## config.mk

```make
export PLATFORM = sky130hd
export DESIGN_NAME = writeback_queue_flat
export DESIGN_NICKNAME = d
export VERILOG_FILES = /design/src/rtl/writeback_queue_if.sv /design/src/rtl/writeback_queue.sv /design/src/flat_wrapper.sv
export SDC_FILE = /design/constraint.sdc
export NUM_CORES = 1
export LEC_CHECK = 0
export CORE_MARGIN = 1
export CORE_UTILIZATION = 35
export CTS_CLUSTER_DIAMETER = 150
export DETAILED_ROUTE_END_ITERATION = 10
export GPL_TIMING_DRIVEN = 0
export SLEW_MARGIN = 20
export SYNTH_ARGS = -nofsm -noshare
export SYNTH_HDL_FRONTEND = slang
export SYNTH_SLANG_ARGS = --single-unit
export TNS_END_PERCENT = 1
```

## constraint.sdc

```tcl
create_clock -name clock -period 2.7 [get_ports clock]
set_clock_uncertainty 0.1 [all_clocks]
set_input_delay 0.27 -clock clock [delete_from_list [all_inputs] [get_ports clock]]
set_output_delay 0.27 -clock clock [all_outputs]
set_load 0.01 [all_outputs]
```

## src/rtl/writeback_queue_if.sv

```systemverilog
// Write-back request channel into the queue plus the register-file write port it drives.
// The queue takes the slave view; the datapath/register-file side takes the master view.
interface writeback_queue_if;
   logic        InValid;
   logic [4:0]  InAddr;
   logic [31:0] InData;
   logic        InReady;
   logic        Stall;
   logic        RegWrite;
   logic [4:0]  WriteAddr;
   logic [31:0] WriteData;

   modport master (
      output InValid, InAddr, InData, Stall,
      input  InReady, RegWrite, WriteAddr, WriteData
   );

   modport slave (
      input  InValid, InAddr, InData, Stall,
      output InReady, RegWrite, WriteAddr, WriteData
   );
endinterface

```

## src/rtl/writeback_queue.sv

```systemverilog
// Circular write-back buffer feeding the single register-file write port, with a
// two-port youngest-match lookup that stands in for the missing register-file bypass.
module writeback_queue #(
   parameter int DEPTH = 4
) (
   input  logic                       clock,
   input  logic                       reset,
   writeback_queue_if.slave           wb,
   input  logic [4:0]                 LookupAddr1,
   input  logic [4:0]                 LookupAddr2,
   output logic                       Hit1,
   output logic                       Hit2,
   output logic [31:0]                HitData1,
   output logic [31:0]                HitData2,
   output logic [$clog2(DEPTH):0]     Count
);
   localparam int AW = $clog2(DEPTH);
   localparam logic [AW:0] FULL = (AW+1)'(DEPTH);

   typedef struct packed {
      logic        hit;
      logic [31:0] data;
   } lookup_t;

   logic [4:0]    addr_q [DEPTH];
   logic [31:0]   data_q [DEPTH];
   logic [AW-1:0] head_q, tail_q;
   logic [AW:0]   count_q;
   logic          push, enq, drain;
   lookup_t       lk1, lk2;

   assign drain        = (count_q != '0) && !wb.Stall;
   assign wb.RegWrite  = drain;
   assign wb.InReady   = (count_q != FULL) || drain;
   assign wb.WriteAddr = (count_q != '0) ? addr_q[head_q] : '0;
   assign wb.WriteData = (count_q != '0) ? data_q[head_q] : '0;
   assign Count        = count_q;

   // $zero writes complete the handshake but are never stored
   assign push = wb.InValid && wb.InReady;
   assign enq  = push && (wb.InAddr != '0);

   always_ff @(posedge clock) begin
      if (reset) begin
         head_q  <= '0;
         tail_q  <= '0;
         count_q <= '0;
      end else begin
         if (enq)   tail_q <= tail_q + 1'b1;
         if (drain) head_q <= head_q + 1'b1;
         case ({enq, drain})
            2'b10:   count_q <= count_q + 1'b1;
            2'b01:   count_q <= count_q - 1'b1;
            default: count_q <= count_q;
         endcase
      end
   end

   // Payload needs no reset: occupancy gates every read of it.
   always_ff @(posedge clock) begin
      if (enq) begin
         addr_q[tail_q] <= wb.InAddr;
         data_q[tail_q] <= wb.InData;
      end
   end

   // Walk oldest to youngest so the last match (nearest tail) wins.
   function automatic lookup_t lookup(input logic [4:0] a);
      lookup_t       r;
      logic [AW-1:0] idx;
      r   = '0;
      idx = '0;
      for (int i = 0; i < DEPTH; i++) begin
         idx = head_q + AW'(i);
         if (((AW+1)'(i) < count_q) && (a != '0) && (addr_q[idx] == a)) begin
            r.hit  = 1'b1;
            r.data = data_q[idx];
         end
      end
      return r;
   endfunction

   always_comb begin
      lk1 = lookup(LookupAddr1);
      lk2 = lookup(LookupAddr2);
   end

   assign Hit1     = lk1.hit;
   assign HitData1 = lk1.data;
   assign Hit2     = lk2.hit;
   assign HitData2 = lk2.data;
endmodule

```

## src/flat_wrapper.sv

```systemverilog
// flat-port wrapper written by rule: the top's interface ports become plain ports
module writeback_queue_flat 
#(
   parameter int DEPTH = 4
)
  (clock, reset, LookupAddr1, LookupAddr2, Hit1, Hit2, HitData1, HitData2, Count, wb_InValid, wb_InAddr, wb_InData, wb_Stall, wb_InReady, wb_RegWrite, wb_WriteAddr, wb_WriteData);
  writeback_queue_if wb_i ();
  input  logic clock;
  input  logic reset;
  input  logic [4:0] LookupAddr1;
  input  logic [4:0] LookupAddr2;
  output logic Hit1;
  output logic Hit2;
  output logic [31:0] HitData1;
  output logic [31:0] HitData2;
  output logic [$clog2(DEPTH):0] Count;
  input wire logic [$bits(wb_i.InValid)-1:0] wb_InValid;
  input wire logic [$bits(wb_i.InAddr)-1:0] wb_InAddr;
  input wire logic [$bits(wb_i.InData)-1:0] wb_InData;
  input wire logic [$bits(wb_i.Stall)-1:0] wb_Stall;
  output wire logic [$bits(wb_i.InReady)-1:0] wb_InReady;
  output wire logic [$bits(wb_i.RegWrite)-1:0] wb_RegWrite;
  output wire logic [$bits(wb_i.WriteAddr)-1:0] wb_WriteAddr;
  output wire logic [$bits(wb_i.WriteData)-1:0] wb_WriteData;
  assign wb_i.InValid = wb_InValid;
  assign wb_i.InAddr = wb_InAddr;
  assign wb_i.InData = wb_InData;
  assign wb_i.Stall = wb_Stall;
  assign wb_InReady = wb_i.InReady;
  assign wb_RegWrite = wb_i.RegWrite;
  assign wb_WriteAddr = wb_i.WriteAddr;
  assign wb_WriteData = wb_i.WriteData;
  writeback_queue #(.DEPTH(DEPTH)) u_core (.clock(clock), .reset(reset), .wb(wb_i), .LookupAddr1(LookupAddr1), .LookupAddr2(LookupAddr2), .Hit1(Hit1), .Hit2(Hit2), .HitData1(HitData1), .HitData2(HitData2), .Count(Count));
endmodule
```

# Word level (Yosys, flattened, before mapping)
# Memories as Yosys holds them, arrays and structs flattened. A register that Yosys moved wholly into a read port is not among the register bits.
# Cells that the tools add are included.
# totals
ff_bits	7
ramBits	148
out_inout_bits	108
wordCells	69
memories	2
# op_classes
n_addsub	6
magnitude_cmp	4
eq_ne	11
muxes	17
n_reduce_logical	26
# memory_table
name	depth	width	read_ports	rd_ports_with_merged_regs	wr	line_no	text
u_core.data_q	4	32	4	1	1	writeback_queue.sv:26	logic [31:0] data_q [DEPTH];
u_core.addr_q	4	5	4	1	1	writeback_queue.sv:25	logic [4:0] addr_q [DEPTH];
# ops
cell	n
2-to-1 mux 33 bit	8
equality test 5 bit	8
2-to-1 mux 32 bit	1
logical AND 1 bit	19
nonzero test 5 bit	3
2-to-1 mux 2 bit	4
< comparator 1 x 3 -> 1 bit (first input constant)	2
< comparator 2 x 3 -> 1 bit (first input constant)	2
case mux 3 bit (2 select lines)	1
2-to-1 mux 5 bit	1
adder 2 x 1 -> 2 bit (second input constant)	2
adder 2 bit (second input constant)	2
adder 3 x 1 -> 3 bit (second input constant)	1
!= test 3 bit (second input constant)	1
nonzero test 3 bit	1
subtractor 3 x 1 -> 3 bit (second input constant)	1
equality test 2 x 1 -> 1 bit (second input constant)	1
equality test 2 bit (second input constant)	1
2-to-1 mux 1 bit	2
nonzero test 2 bit	1
zero test 1 bit	1
logical OR 1 bit	1

# Longest topological paths before layout
# logic_depth
depth_word	7
mapped_depth	11
mapped_depth_nobuf	10

# Worst setup path after synthesis
# Ideal clock, no wire load.
# synth_timing
kind	register to output
start	register u_core.head_q[1]
end	output port HitData1[10]
t_arrival_ns	2.510
setup_slack_ns	-0.180
path_stages_with_launch	11
path_buffers	4
path_cell_list	dfxtp_1 > buf_6 > buf_6 > mux2_4 > xor2_1 > or3_1 > a211o_1 > buf_2 > a211o_1 > buf_6 > o221ai_2
# synth_between
elab_chain_cells	7
word_cells_on_any_way	14
# synth_lines
element	line_no	text
from (decl)	writeback_queue.sv:27	logic [AW-1:0] head_q, tail_q;
from (signal assigned)	writeback_queue.sv:50	if (drain) head_q <= head_q + 1'b1;
adder 2 x 1 -> 2 bit	writeback_queue.sv:74	idx = head_q + AW'(i);
memory read (4 x 5 bit)	-	
equality test 5 bit	writeback_queue.sv:75	if (((AW+1)'(i) < count_q) && (a != '0) && (addr_q[idx] == a)) begin
logical AND 1 bit	writeback_queue.sv:75	
2-to-1 mux 33 bit (2 in series)	writeback_queue.sv:75	
2-to-1 mux 33 bit (*)	writeback_queue.sv:75	
to (decl)	flat_wrapper.sv:14	output logic [31:0] HitData1;
# Mark *: on every way between the ends. The rest lies on a longest branch, timed or not.

# Final worst setup path
# layout_timing
start	register u_core.head_q[0]
end	output port HitData2[31]
# layout_between
elab_chain_cells	7
word_cells_on_any_way	14
# layout_lines
element	line_no	text
adder 2 x 1 -> 2 bit	writeback_queue.sv:74	
memory read (4 x 5 bit)	-	
equality test 5 bit	writeback_queue.sv:75	
logical AND 1 bit	writeback_queue.sv:75	
2-to-1 mux 33 bit (2 in series)	writeback_queue.sv:75	
2-to-1 mux 33 bit (*)	writeback_queue.sv:75	
to (decl)	flat_wrapper.sv:15	output logic [31:0] HitData2;
# Marks and branches as above.

==> impl_results.html <==
<table>
<tr><th>Metric</th><th>Value</th></tr>
<tr><th colspan="2">Final layout</th></tr>
<tr><td>Final std cells w/o fill</td><td>roughly 1,500</td></tr>
<tr><td>P&amp;R area growth vs syn</td><td>38.7%</td></tr>
<tr><td>Net count, final</td><td>1,154</td></tr>
<tr><td>Number of antenna cells inserted</td><td>0</td></tr>
<tr><td>Layout cells sized above 1</td><td>0.469</td></tr>
<tr><th colspan="2">Setup path</th></tr>
<tr><td>Kind of capture point of the worst setup path</td><td>output port</td></tr>
<tr><td>Worst path max stage delay</td><td>530 ps</td></tr>
<tr><td>Master of the slowest instance on the critical path</td><td>sky130_fd_sc_hd__mux4_2</td></tr>
<tr><td>Worst path most repeated cell</td><td>sky130_fd_sc_hd__buf_4</td></tr>
<tr><td>Startpoint of the most critical register-to-register path</td><td>u_core.head_q[0]</td></tr>
<tr><td>Required time reported for the critical path endpoint</td><td>around 2300 ps</td></tr>
<tr><td>Sort of element at the start of the critical path</td><td>flip-flop</td></tr>
<tr><td>Type of the worst setup path</td><td>reg -&gt; out</td></tr>
<tr><td>Crit Path Max Fanout</td><td>10</td></tr>
<tr><td>Flop2flop setup slack</td><td>240 ps</td></tr>
<tr><td>Ordered cell list for the critical path</td><td>buf_6 &gt; buf_4 &gt; mux4_2 &gt; nand2b_1 &gt; o2111ai_4 &gt; buf_4 &gt; buf_12 &gt; buf_4 &gt; clkbuf_4 &gt; nor3_1 &gt; a311oi_2 &gt; o2bb2ai_2 &gt; buf_2</td></tr>
<tr><td>CP Data Arrival Time</td><td>3280 ps</td></tr>
<tr><td>Worst Reg-to-Reg Cells</td><td>10</td></tr>
<tr><th colspan="2">Drt</th></tr>
<tr><td>Total via count in the routed design</td><td>9,425</td></tr>
<tr><td>Post-detailed-route DRC marker count</td><td>0</td></tr>
<tr><td>Number of optimization iterations in the first detailed-route pass</td><td>5</td></tr>
<tr><td>Average wire per standard cell</td><td>26.5 um</td></tr>
<tr><td>Ratio of routed vias to standard cells</td><td>6.08</td></tr>
<tr><td>WL final</td><td>slightly above 40,000 um</td></tr>
<tr><td>Iter 0 DRT Violations</td><td>852</td></tr>
<tr><td>Number of nets with antenna violations after routing</td><td>0</td></tr>
<tr><th colspan="2">Flow run</th></tr>
<tr><td>Maximum Capacitance Violations</td><td>0</td></tr>
<tr><th colspan="2">Synth</th></tr>
<tr><td>Average cell area after synthesis</td><td>13.3 um2</td></tr>
<tr><td>Cell area after synthesis</td><td>11,700 um2</td></tr>
<tr><td>Gate count of the mapped netlist</td><td>880</td></tr>
<tr><td>Ys async rst share</td><td>0</td></tr>
<tr><td>Post-Syn Nets</td><td>940</td></tr>
<tr><td>Flops &amp; latches, synth</td><td>157</td></tr>
<tr><td>Top cell type's share of synthesized area</td><td>0.379</td></tr>
<tr><td>Cell types with the largest area share after synthesis</td><td>sky130_fd_sc_hd__edfxtp_1 38%, sky130_fd_sc_hd__mux4_2 28%, sky130_fd_sc_hd__mux2i_1 2.9%, sky130_fd_sc_hd__xnor2_1 2.7%, sky130_fd_sc_hd__o221ai_2 2.6%</td></tr>
<tr><td>Most area-hungry cell type in the Yosys netlist</td><td>sky130_fd_sc_hd__edfxtp_1</td></tr>
<tr><td>Leading register cell type out of synthesis</td><td>sky130_fd_sc_hd__edfxtp_1</td></tr>
<tr><td>Synth warn</td><td>0</td></tr>
<tr><td>Post-synth EDFFs</td><td>148</td></tr>
<tr><td>Sequential-to-total area share from yosys stat</td><td>0.395</td></tr>
<tr><td>Library cells used by synthesis</td><td>49</td></tr>
<tr><th colspan="2">Clock tree</th></tr>
<tr><td>Root Driver</td><td>sky130_fd_sc_hd__clkbuf_16</td></tr>
<tr><td>Skew-Pair Late Insertion Delay</td><td>430 ps</td></tr>
<tr><td>Cts hold-fix bufs</td><td>0</td></tr>
<tr><td>Depth of the CTS H-tree</td><td>4</td></tr>
<tr><td>Number of buffers added by the clock tree synthesis step</td><td>17</td></tr>
<tr><td>TritonCTS Sinks</td><td>~160</td></tr>
<tr><td>Max Buffers Root-to-Sink</td><td>2</td></tr>
<tr><td>Clock tree from TritonCTS</td><td>done</td></tr>
<tr><td>Clock-pin slew on the worst setup and hold paths</td><td>60 ps</td></tr>
<tr><th colspan="2">Global route</th></tr>
<tr><td>All-Layer GR Usage</td><td>0.244</td></tr>
<tr><td>Global-route wire length before repair</td><td>slightly above 60,000 um</td></tr>
<tr><td>Vias in the first global route</td><td>9,707</td></tr>
<tr><td>Grt total ovfl</td><td>0</td></tr>
<tr><td>Maximum number of pins on one net before global-route repair</td><td>38</td></tr>
<tr><td>Initial antenna violation count</td><td>1</td></tr>
<tr><th colspan="2">STA</th></tr>
<tr><td>Worst Max-Slew Pin Slew</td><td>791 ps</td></tr>
<tr><td>Max-slew headroom</td><td>0.473</td></tr>
<tr><td>Peak clock frequency supported by timing</td><td>274 MHz</td></tr>
<tr><td>RSZ-0062 raised after global routing</td><td>yes</td></tr>
<tr><td>Share of the clock period used by the worst path after layout</td><td>1.35</td></tr>
<tr><td>Slew Limit Fails</td><td>0</td></tr>
<tr><td>Number of failing hold endpoints at the final stage</td><td>0</td></tr>
<tr><td>Fin worst setup slack</td><td>-945 ps</td></tr>
<tr><td>Final Setup Violations</td><td>77</td></tr>
<tr><td>Final period demand of the worst path</td><td>~3600 ps</td></tr>
<tr><th colspan="2">Pwr</th></tr>
<tr><td>Pleak</td><td>5.74 nW</td></tr>
<tr><td>Total power per unit cell area</td><td>775 nW/um2</td></tr>
<tr><td>Pwr Total</td><td>between 0.01 and 0.015 W</td></tr>
<tr><td>Max VDD drop</td><td>374 uV</td></tr>
<tr><th colspan="2">Min path</th></tr>
<tr><td>Worst min-delay path startpoint</td><td>reset</td></tr>
<tr><td>Hold Crit Depth</td><td>2</td></tr>
<tr><td>HP Class</td><td>in -&gt; reg</td></tr>
<tr><th colspan="2">Placed design</th></tr>
<tr><td>Count of input and output buffers</td><td>147</td></tr>
<tr><td>Placed cells</td><td>1,471</td></tr>
<tr><td>Detailed placer's ending HPWL</td><td>27,300 um</td></tr>
<tr><td>Global placer's final weighted congestion</td><td>just under 0.9</td></tr>
<tr><td>Setup slack after placement</td><td>-1440 ps</td></tr>
<tr><th colspan="2">Floorplanning</th></tr>
<tr><td>Die height</td><td>~180 um</td></tr>
<tr><td>Initial Utilization</td><td>0.358</td></tr>
<tr><td>Die boundary width</td><td>185 um</td></tr>
<tr><td>Top-Level Pins</td><td>about 160</td></tr>
<tr><td>Die footprint</td><td>around 34,000 um2</td></tr>
<tr><td>Core Box Area</td><td>32,700 um2</td></tr>
<tr><td>Total number of placement rows</td><td>66</td></tr>
<tr><th colspan="2">Outcome</th></tr>
<tr><td>Outcome</td><td>complete, but fails checks</td></tr>
<tr><td>Violated checks</td><td>setup timing</td></tr>
</table>
## critical path, delay by kind of cell (launching register included)
kind	cells	cell delay [ps]
AOI/OAI and AO/OA	3	460
buffers and inverters	7	1100
DFF	1	330
muxes	1	530
and+or+nand+nor	2	420
## per-layer routing
metal / wire, um / share of wire / vias up / global-route usage
met2: 19900 / 0.48 / 523 / 0.398
met1: 16800 / 0.41 / 4832 / 0.322
li1: - / - / 3999 / -
met5: 19 / 0.00046 / - / 0
met3: 3370 / 0.082 / 69 / 0.0468
met4: 992 / 0.024 / 2 / 0.0912
## cells in the final DEF (no fill, tap or decap), types with 5 or more instances in the layout
cell	synthesis	layout
sky130_fd_sc_hd__inv_1	39	39
sky130_fd_sc_hd__edfxtp_1	148	148
sky130_fd_sc_hd__clkbuf_4	0	9
sky130_fd_sc_hd__xnor2_2	0	7
sky130_fd_sc_hd__nor2_1	47	43
sky130_fd_sc_hd__o221ai_4	0	22
sky130_fd_sc_hd__a31oi_4	0	7
sky130_fd_sc_hd__clkbuf_2	0	14
sky130_fd_sc_hd__xor2_1	6	6
sky130_fd_sc_hd__and2_1	41	36
sky130_fd_sc_hd__ha_1	9	9
sky130_fd_sc_hd__nand4_1	5	5
sky130_fd_sc_hd__xnor2_1	36	28
sky130_fd_sc_hd__buf_2	25	50
sky130_fd_sc_hd__nor3_1	37	31
sky130_fd_sc_hd__mux2i_1	34	32
sky130_fd_sc_hd__clkbuf_1	49	12
sky130_fd_sc_hd__o2bb2ai_2	0	29
sky130_fd_sc_hd__buf_12	0	18
sky130_fd_sc_hd__buf_6	9	38
sky130_fd_sc_hd__mux2_2	8	5
sky130_fd_sc_hd__mux4_2	146	146
sky130_fd_sc_hd__and2_4	0	5
sky130_fd_sc_hd__nand2b_1	10	9
sky130_fd_sc_hd__nand2_1	63	62
sky130_fd_sc_hd__buf_8	0	5
sky130_fd_sc_hd__a311oi_2	0	28
sky130_fd_sc_hd__nand3_1	14	11
sky130_fd_sc_hd__dlymetal6s2s_1	0	20
sky130_fd_sc_hd__buf_4	2	42
sky130_fd_sc_hd__clkdlybuf4s50_1	0	60
sky130_fd_sc_hd__inv_6	0	5
sky130_fd_sc_hd__nor3_2	0	6
sky130_fd_sc_hd__clkbuf_16	0	18
## per-stage QoR
stage                     TNS [ps]  instance area (um2)   util  hold slack, ps
after global placement     -284380                14200  0.435             456
after global routing        -62700                16300  0.497             136
final                       -56300                16300  0.497             104
after CTS                   -59540                15900  0.485             105
after detailed placement   -107230                14300  0.436             461
after floorplan             -21450                12200      -             269
## Yosys cell counts (10+ instances only)
master and n:
sky130_fd_sc_hd__a311oi_1 32, sky130_fd_sc_hd__clkbuf_1 49, sky130_fd_sc_hd__xnor2_1 36, sky130_fd_sc_hd__mux4_2 146
sky130_fd_sc_hd__nand3_1 14, sky130_fd_sc_hd__buf_2 25, sky130_fd_sc_hd__o221ai_2 20, sky130_fd_sc_hd__nor2_1 47
sky130_fd_sc_hd__inv_1 39, sky130_fd_sc_hd__nor3_1 37, sky130_fd_sc_hd__nand2b_1 10, sky130_fd_sc_hd__nand2_1 63
sky130_fd_sc_hd__mux2i_1 34, sky130_fd_sc_hd__edfxtp_1 148, sky130_fd_sc_hd__and2_1 41, sky130_fd_sc_hd__o2bb2ai_1 32
## worst max path at each step
stage / startpoint / to / slack [ps] / depth (start not counted)
CTS: u_core.head_q[0] / HitData1[15] / -950 / 11
global route: u_core.head_q[0] / HitData2[29] / -1000 / 13
detailed placement: u_core.head_q[1] / HitData2[21] / -1440 / 11
floorplan: u_core.head_q[0] / HitData2[31] / -130 / 11
global placement: u_core.head_q[1] / HitData2[31] / -1430 / 11
finish: u_core.head_q[0] / HitData2[31] / -950 / 13
## layout make-up
cell class | instances | area [um2]
Buffer | 87 | 810
Clock buffer | 17 | 425
Clock inverter | 15 | 135
Fill cell | 2815 | 16400
Inverter | 39 | 146
Multi-Input combinational cell | 593 | 7570
Sequential cell | 157 | 4640
Tap cell | 442 | 553
Timing Repair Buffer | 199 | 1970
## cells by family (layout without fill, tap and decap cells)
family,Yosys count,in the layout,synth area share
buffers and inverters,130,357,0.0507
and+or+nand+nor,237,237,0.100
adders and majority gates,9,9,0.00961
muxes,189,189,0.319
AOI/OAI and AO/OA,116,116,0.0946
xor gates and xnor gates,42,42,0.0314
DFF,157,157,0.395
## sequential cells by signal, indices dropped and copies added (netlist names), named ones only
name / cells
u_core.tail_q: 2
u_core.head_q: 2
u_core.Count: 3
u_core.data_q: 128
u_core.addr_q: 20
## power breakdown
part	internal, W	switching [W]
sequential	0.00289	0.000174
combinational	0.00357	0.00365
clock	0.00128	0.00103
total	0.00774	0.00485
## what timing repair did
action	4_1_cts	5_1_grt
setup endpoints to repair	182	174
resized for setup	472	89
gates cloned	6	0
pin swaps	17	17
setup buffers	35	9
No activity file was read; power rests on OpenSTA's default activity.
